$ cat src/rtl/alu_pkg.sv
//------------------------------------------------------------------------------
// Module : alu_pkg
// Brief  : Shared ALU function codes, data width and multiply-sequencer states.
// Rev    : 1.0 - initial release
//------------------------------------------------------------------------------
`default_nettype none

package alu_pkg;

   localparam int XLEN = 32;

   localparam logic [3:0] FN_AND = 4'b0000;
   localparam logic [3:0] FN_OR  = 4'b0001;
   localparam logic [3:0] FN_ADD = 4'b0010;
   localparam logic [3:0] FN_SUB = 4'b0110;

   typedef enum logic [1:0] {
      IDLE = 2'd0,
      RUN  = 2'd1,
      DONE = 2'd2
   } mul_state_t;

endpackage

`default_nettype wire

$ cat src/rtl/alu_mul_seq.sv
//------------------------------------------------------------------------------
// Module : alu_mul_seq
// Brief  : Multi-cycle unsigned 32x32 shift-and-add multiplier (MUL/MULHU) that
//          borrows the shared ALU adder; optional early-out via MUL_EARLY_OUT_EN.
// Rev    : 1.0 - initial release
//------------------------------------------------------------------------------
`default_nettype none

module alu_mul_seq
   import alu_pkg::*;
#(
   parameter int XLEN  = 32,
   parameter int CNT_W = 6
) (
   input  logic            i_clk,
   input  logic            i_rst,
   input  logic            i_req_valid,
   output logic            o_req_ready,
   input  logic [XLEN-1:0] i_req_a,
   input  logic [XLEN-1:0] i_req_b,
   input  logic            i_req_hi,
   output logic            o_alu_req,
   input  logic            i_alu_gnt,
   output logic [XLEN-1:0] o_alu_in1,
   output logic [XLEN-1:0] o_alu_in2,
   output logic [3:0]      o_alu_ctrl,
   input  logic [XLEN-1:0] i_alu_out,
   output logic            o_rsp_valid,
   input  logic            i_rsp_ready,
   output logic [XLEN-1:0] o_rsp_data
);

   mul_state_t       r_state;
   logic [XLEN-1:0]  r_mcand;
   logic [XLEN-1:0]  r_hi;
   logic [XLEN-1:0]  r_lo;
   logic             r_sel;
   logic [CNT_W-1:0] r_cnt;
   logic             r_req_ready;
   logic             r_alu_req;
   logic             r_rsp_valid;
   logic [XLEN-1:0]  r_rsp_data;

   logic             w_step;
   logic             w_last;
   logic             w_carry;
   logic [XLEN-1:0]  w_sum;
   logic [XLEN-1:0]  w_hi_step;
   logic [XLEN-1:0]  w_lo_step;

   assign o_req_ready = r_req_ready;
   assign o_alu_req   = r_alu_req;
   assign o_alu_in1   = r_mcand;
   assign o_alu_in2   = r_hi;
   assign o_alu_ctrl  = FN_ADD;
   assign o_rsp_valid = r_rsp_valid;
   assign o_rsp_data  = r_rsp_data;

   // The ALU sum wraps at 32 bits; it is smaller than hi exactly when it overflowed.
   assign w_step    = (r_state == RUN) && r_alu_req && i_alu_gnt;
   assign w_last    = (r_cnt == CNT_W'(XLEN - 1));
   assign w_sum     = r_lo[0] ? i_alu_out : r_hi;
   assign w_carry   = r_lo[0] && (i_alu_out < r_hi);
   assign w_hi_step = {w_carry, w_sum[XLEN-1:1]};
   assign w_lo_step = {w_sum[0], r_lo[XLEN-1:1]};

`ifdef MUL_EARLY_OUT_EN
   logic [XLEN-1:0]   r_mrem;
   logic              w_skip;
   logic [CNT_W:0]    w_shamt;
   logic [2*XLEN-1:0] w_skip_val;

   assign w_skip     = (r_state == RUN) && (r_mrem == '0);
   assign w_shamt    = (CNT_W+1)'(XLEN) - {1'b0, r_cnt};
   assign w_skip_val = {r_hi, r_lo} >> w_shamt;
`endif

   always_ff @(posedge i_clk) begin
      if (i_rst) begin
         r_state     <= IDLE;
         r_mcand     <= '0;
         r_hi        <= '0;
         r_lo        <= '0;
         r_sel       <= 1'b0;
         r_cnt       <= '0;
         r_req_ready <= 1'b1;
         r_alu_req   <= 1'b0;
         r_rsp_valid <= 1'b0;
         r_rsp_data  <= '0;
`ifdef MUL_EARLY_OUT_EN
         r_mrem      <= '0;
`endif
      end else begin
         case (r_state)
            IDLE: begin
               if (i_req_valid && r_req_ready) begin
                  r_mcand     <= i_req_a;
                  r_lo        <= i_req_b;
                  r_hi        <= '0;
                  r_sel       <= i_req_hi;
                  r_cnt       <= '0;
                  r_req_ready <= 1'b0;
                  r_state     <= RUN;
`ifdef MUL_EARLY_OUT_EN
                  r_mrem      <= i_req_b;
                  r_alu_req   <= (i_req_b != '0);
`else
                  r_alu_req   <= 1'b1;
`endif
               end else begin
                  r_req_ready <= 1'b1;
               end
            end

            RUN: begin
`ifdef MUL_EARLY_OUT_EN
               if (w_skip) begin
                  r_hi        <= w_skip_val[2*XLEN-1:XLEN];
                  r_lo        <= w_skip_val[XLEN-1:0];
                  r_rsp_data  <= r_sel ? w_skip_val[2*XLEN-1:XLEN] : w_skip_val[XLEN-1:0];
                  r_rsp_valid <= 1'b1;
                  r_alu_req   <= 1'b0;
                  r_state     <= DONE;
               end else
`endif
               if (w_step) begin
                  r_hi  <= w_hi_step;
                  r_lo  <= w_lo_step;
                  r_cnt <= r_cnt + CNT_W'(1);
`ifdef MUL_EARLY_OUT_EN
                  r_mrem <= r_mrem >> 1;
`endif
                  if (w_last) begin
                     r_rsp_data  <= r_sel ? w_hi_step : w_lo_step;
                     r_rsp_valid <= 1'b1;
                     r_alu_req   <= 1'b0;
                     r_state     <= DONE;
                  end else begin
`ifdef MUL_EARLY_OUT_EN
                     r_alu_req <= (r_mrem[XLEN-1:1] != '0);
`else
                     r_alu_req <= 1'b1;
`endif
                  end
               end
            end

            DONE: begin
               if (i_rsp_ready) begin
                  r_rsp_valid <= 1'b0;
                  r_state     <= IDLE;
               end
            end

            default: begin
               r_state <= IDLE;
            end
         endcase
      end
   end

endmodule

`default_nettype wire

$ cat config.mk
export PLATFORM = sky130hd
export DESIGN_NAME = alu_mul_seq
export DESIGN_NICKNAME = d
export VERILOG_FILES = /design/src/rtl/alu_pkg.sv /design/src/rtl/alu_mul_seq.sv
export SDC_FILE = /design/constraint.sdc
export NUM_CORES = 1
export LEC_CHECK = 0
export CAP_MARGIN = 20
export CORE_UTILIZATION = 35
export CTS_CLUSTER_SIZE = 8
export DETAILED_ROUTE_END_ITERATION = 12
export PLACE_DENSITY_LB_ADDON = 0.3
export SYNTH_ARGS = -nofsm -noshare
export SYNTH_HDL_FRONTEND = slang
export SYNTH_SLANG_ARGS = --single-unit
export TNS_END_PERCENT = 20
$ cat constraint.sdc
create_clock -name i_clk -period 6.3 [get_ports i_clk]
set_clock_uncertainty 0.1 [all_clocks]
set_input_delay 1.26 -clock i_clk [delete_from_list [all_inputs] [get_ports i_clk]]
set_output_delay 1.26 -clock i_clk [all_outputs]
set_load 0.1 [all_outputs]
; After elaboration in Yosys (flattened, before gate mapping)
; Cells that the tools add are included.
[word_totals]
out_inout_bits = 103
ff_bits = 140
input_bits = 102
[op_classes]
reduce_logical = 12
n_lt_le_gt_ge = 1
add_sub_neg = 1
n_eq_ne = 7
mux = 25
[ops]
columns = cell, n
row1 = $mux W32, 6
row2 = $pmux W32 S2, 2
row3 = $lt A32 B32 Y1, 1
row4 = $mux W6, 2
row5 = $pmux W6 S2, 1
row6 = $mux W2, 4
row7 = $ne A2 B2 Y1 const B, 4
row8 = $reduce_and A4 Y1, 2
row9 = $mux W1, 7
row10 = $add A6 B1 Y6 const B, 1
row11 = $eq A6 B5 Y1 const B, 1
row12 = $pmux W2 S3, 1
row13 = $reduce_and A3 Y1, 2
row14 = $logic_and A1 B1 Y1, 4
row15 = $pmux W1 S2, 2
row16 = $reduce_bool A2 Y1, 2
row17 = $eq A2 B1 Y1 const B, 1
row18 = $eq A2 B2 Y1 const B, 1
row19 = $logic_not A2 Y1, 1
row20 = $reduce_and A2 Y1, 1

; Depth between registers and ports, before layout
[logic_depth]
ltp_word = 5
mapped_depth = 9
mapped_depth_nobuf = 8

; Worst setup path after synthesis
; OpenSTA, ideal clock, no wires.
[synth_timing]
path_type = input -> register
from = input port i_alu_out[7]
to = register r_hi[31], in the netlist o_alu_in2[31]
arrival_ns = 2.691
setup_time_ns = 0.116
cell_stages = 6
setup_slack_ns = 3.393
path_buffers = 0
t_required_ns = 6.084
path_cell_list = ha_1 -> nand4_1 -> o311a_1 -> o41ai_1 -> a311oi_1 -> a31o_2
[synth_via]
elab_chain_len = 4
[synth_rtl]
columns = element, line
row1 = from (decl), alu_mul_seq.sv:27  ; input logic [XLEN-1:0] i_alu_out,
row2 = $lt A32 B32 Y1, alu_mul_seq.sv:63  ; assign w_carry = r_lo[0] && (i_alu_out < r_hi);
row3 = $logic_and A1 B1 Y1, alu_mul_seq.sv:63
row4 = $mux W32, alu_mul_seq.sv:126  ; if (w_step) begin
row5 = $pmux W32 S2, alu_mul_seq.sv:94  ; case (r_state)
row6 = to (signal assigned), alu_mul_seq.sv:127  ; r_hi <= w_hi_step;
row7 = to (decl), alu_mul_seq.sv:35  ; logic [XLEN-1:0] r_hi;
; Every way passes these cells. The select of a mux whose other input is x is not followed.
; A chain may end at the register's enable or synchronous reset.

; Worst setup path after layout
[layout_timing]
from = input port i_alu_gnt
to = register r_lo[31]
[layout_via]
elab_chain_len = 3
[layout_rtl]
columns = element, line
row1 = from (decl), alu_mul_seq.sv:23  ; input logic i_alu_gnt,
row2 = $logic_and A1 B1 Y1, alu_mul_seq.sv:60  ; assign w_step = (r_state == RUN) && r_alu_req && i_alu_gnt;
row3 = $ne A2 B2 Y1 (no line), n/a
row4 = $reduce_and A3 Y1 (no line), n/a
row5 = to (signal assigned), alu_mul_seq.sv:98  ; r_lo <= i_req_b;
row6 = to (signal assigned), alu_mul_seq.sv:128  ; r_lo <= w_lo_step;
row7 = to (decl), alu_mul_seq.sv:36  ; logic [XLEN-1:0] r_lo;
; Every way passes these cells.

==> impl_metrics.py <==
metrics = {
    "status": {
        "run_status": "complete, no violations",
    },
    "critical_path": {
        "reg2reg_slack_ns": 3.36,
        "endpoint_kind": "register",
        "reg2reg_depth": 7,
        "crit_slowest_cell": "nor2_4",
        "critPathKind": "in -> reg",
        "reg2reg_from": "r_state[1]$_SDFFE_PP0P_",
        "required_ns": 6.46,
        "r2r_end": "r_lo[31]$_SDFFE_PP0P_",
        "cp-start-kind": "input port",
        "arrival_ns": 3.89,
        "cp_max_fo": 59,
        "path_cells": "clkdlybuf4s50_1 -> and4b_2 -> buf_4 -> nor2_4 -> buf_4 -> nor2_1 -> a21oi_1 -> nor2_1",
        "cp_slowest_stage_delay_ns": 0.77,
    },
    "floorplanning": {
        "fp.dieH_um": 139,
        "coreArea_um2": 18300,
        "rows": 49,
        "chipWidth_um": 139,
        "initial_core_util_pct": 36.2,
        "die_area_um2": 19500,
        "io_pins": 205,
    },
    "hold_path": {
        "hold_depth": 2,
        "holdPathEnd": "o_alu_in1[0]$_SDFFE_PP0P_",
        "hold_path_class": "reg -> reg",
        "min-delay-start": "o_alu_in1[0]$_SDFFE_PP0P_",
    },
    "power_and_ir_drop": {
        "power_mw": 2.25,
        "ir_drop_uv": 187,
        "p_leak_nw": 3.17,
        "power.density_nw_per_um2": 243,
    },
    "yosys": {
        "netlist_instances": 808,
        "synth_area_um2": 6620,
        "synthFlopType": "dfxtp_1",
        "async_flop_share_pct": 0,
        "synth.yosys.seq_area_share_pct": 42.4,
        "yosysWarnings": 0,
        "synth_seq_cells": 140,
        "synth_edf_count": 0,
        "avgSynthCellArea_um2": 8.19,
        "synth.distinct_cells": 43,
    },
    "cts": {
        "cts_resized": 0,
        "cts.sinks": 140,
        "h-tree-depth": 4,
        "cts_tree": "built",
        "clock_path_buffers": 2,
        "clk_latency_ns": 0.42,
        "hold_buffers": 0,
        "root_buffer": "clkbuf_16",
        "cts_buffers": 17,
        "post-cts-setup-buffers": 0,
        "path_clk_slew_ns": 0.05,
    },
    "global_route": {
        "grt_overflow": 0,
        "antenna_found_initial": 2,
        "grt_pass1_vias": 5839,
        "grt_start_max_net_pins": 83,
        "grt_usage_pct": 20.2,
        "grt_pass1_wl_um": 30700,
    },
    "job": {
        "max-cap-violations": 0,
    },
    "layout": {
        "final_common_cell": "clkdlybuf4s50_1",
        "multi_input_area_um2": 3400,
        "syn_to_final_growth_pct": 39.5,
        "fill_cells": 1770,
        "final_nets": 1108,
        "drive_above_1_share_pct": 6.71,
        "seqCellArea_um2": 2810,
        "most-common-layout-cells": "clkdlybuf4s50_1, dfxtp_1, nand2_1",
    },
    "sta": {
        "drv_slew": 0,
        "timing.final.ws_setup_ns": 2.57,
        "relSlewSlack_pct": 29.8,
        "fin_crit_ns": 3.73,
        "fin_crit_sh_pct": 59.2,
        "setup_viol": 0,
        "fmax_mhz": 268,
        "worst_pin_slew_ns": 1.05,
        "hold_violations": 0,
        "rsz0062_at_grt": "false",
        "setup_tns_ns": 0,
        "whs_ns": 0.351,
    },
    "route": {
        "viasPerCell": 5.05,
        "route.detailed.drc": 0,
        "vias": 6129,
        "routed_wl_um": 19200,
        "firstDrtPassIters": 6,
        "wl_per_cell_um": 15.8,
        "ant_nets": 0,
        "first_iter_violations": 395,
    },
    "placement": {
        "post-place-ws_ns": 2.13,
        "dp.final_hpwl_um": 13600,
        "io_buffers": 200,
        "place.gp.congestion": 0.800,
    },
}
==> worst max-delay path by stage <==
stage                       from                         end  slack [ns]  depth (start not counted)
floorplan           i_alu_out[7]  o_alu_in2[31]$_SDFFE_PP0P_        3.39                          6
global route           i_alu_gnt  o_alu_in2[13]$_SDFFE_PP0P_        2.35                          8
global placement       i_alu_gnt  o_alu_in2[18]$_SDFFE_PP0P_        2.19                          8
finish                 i_alu_gnt       r_lo[31]$_SDFFE_PP0P_        2.57                          8
CTS                    i_alu_gnt       r_lo[31]$_SDFFE_PP0P_        2.54                          8
detailed placement     i_alu_gnt  o_alu_in2[18]$_SDFFE_PP0P_        2.13                          8
==> critical path: cells and delay by family <==
kind,cells,cell delay (ns)
AO/OA/AOI/OAI,1,0.15
buffers and inverters,3,1.25
AND/OR/NAND/NOR,4,1.19
==> registers in the layout, indices dropped and copies added (netlist names) <==
| register | cells |
|---|---|
| r_state | 2 |
| o_rsp_valid | 1 |
| o_alu_in1 | 32 |
| o_req_ready | 1 |
| o_alu_req | 1 |
| r_sel | 1 |
| r_cnt | 6 |
| r_lo | 32 |
| o_alu_in2 | 32 |
| o_rsp_data | 32 |
==> per-stage QoR <==
step                      cells  instance area [µm²]  util [%]
after floorplan             810                 6620         -
after global placement     1184                 8690      47.6
after detailed placement   1184                 8690      47.6
after CTS                  1213                 9230      50.5
after global routing       1213                 9230      50.5
final                      1214                 9230      50.5
==> cell usage after synthesis, types with 14 or more instances <==
master    count  area share (%)
dfxtp_1     140              42
ha_1         32             6.1
clkbuf_1     38             2.2
nand2_1     131             7.4
buf_2        14             1.1
nor2_1       87             4.9
mux2i_1      33             5.0
inv_1        35             2.0
o21ai_0      20             1.5
a21oi_1     120             9.1
a211oi_2     21             4.0
a22oi_1      43             4.9
==> power breakdown <==
group / leakage, nW / internal (mW) / switching [mW] / total (mW)
Combinational: 1.76 / 0.132 / 0.250 / 0.382
Clock: 0.266 / 0.563 / 0.361 / 0.924
Sequential: 1.14 / 0.915 / 0.0260 / 0.941
==> cell type report <==
cell class | count | area share [%]
clock inverter | 8 | 0.759
clock buffer | 21 | 5.10
sequential | 140 | 30.4
antenna | 1 | 0.0271
multi-input combinational | 571 | 36.8
tap | 229 | 3.10
timing repair buffer | 209 | 22.4
inverter | 35 | 1.42
==> cells by family after synthesis <==
family / Yosys count / synth area share (%)
simple gates: 275 / 17.7
compound gates: 223 / 21.5
flops: 140 / 42.4
buf+inv: 99 / 6.73
mux: 33 / 4.99
fa+ha+maj: 32 / 6.05
xor+xnor: 4 / 0.530
other cells: 2 / 0.114
==> layer usage <==
| layer | global-route usage, % | part of all wire, % | vias to the layer above |
|---|---|---|---|
| met5 | 0 | 0.068 | - |
| met4 | 6.96 | 1.7 | 2 |
| met3 | 7.36 | 8.8 | 27 |
| met2 | 31.2 | 44 | 212 |
| met1 | 25.8 | 46 | 2798 |
| li1 | - | - | 3090 |
(Power assumes the default switching activity.)
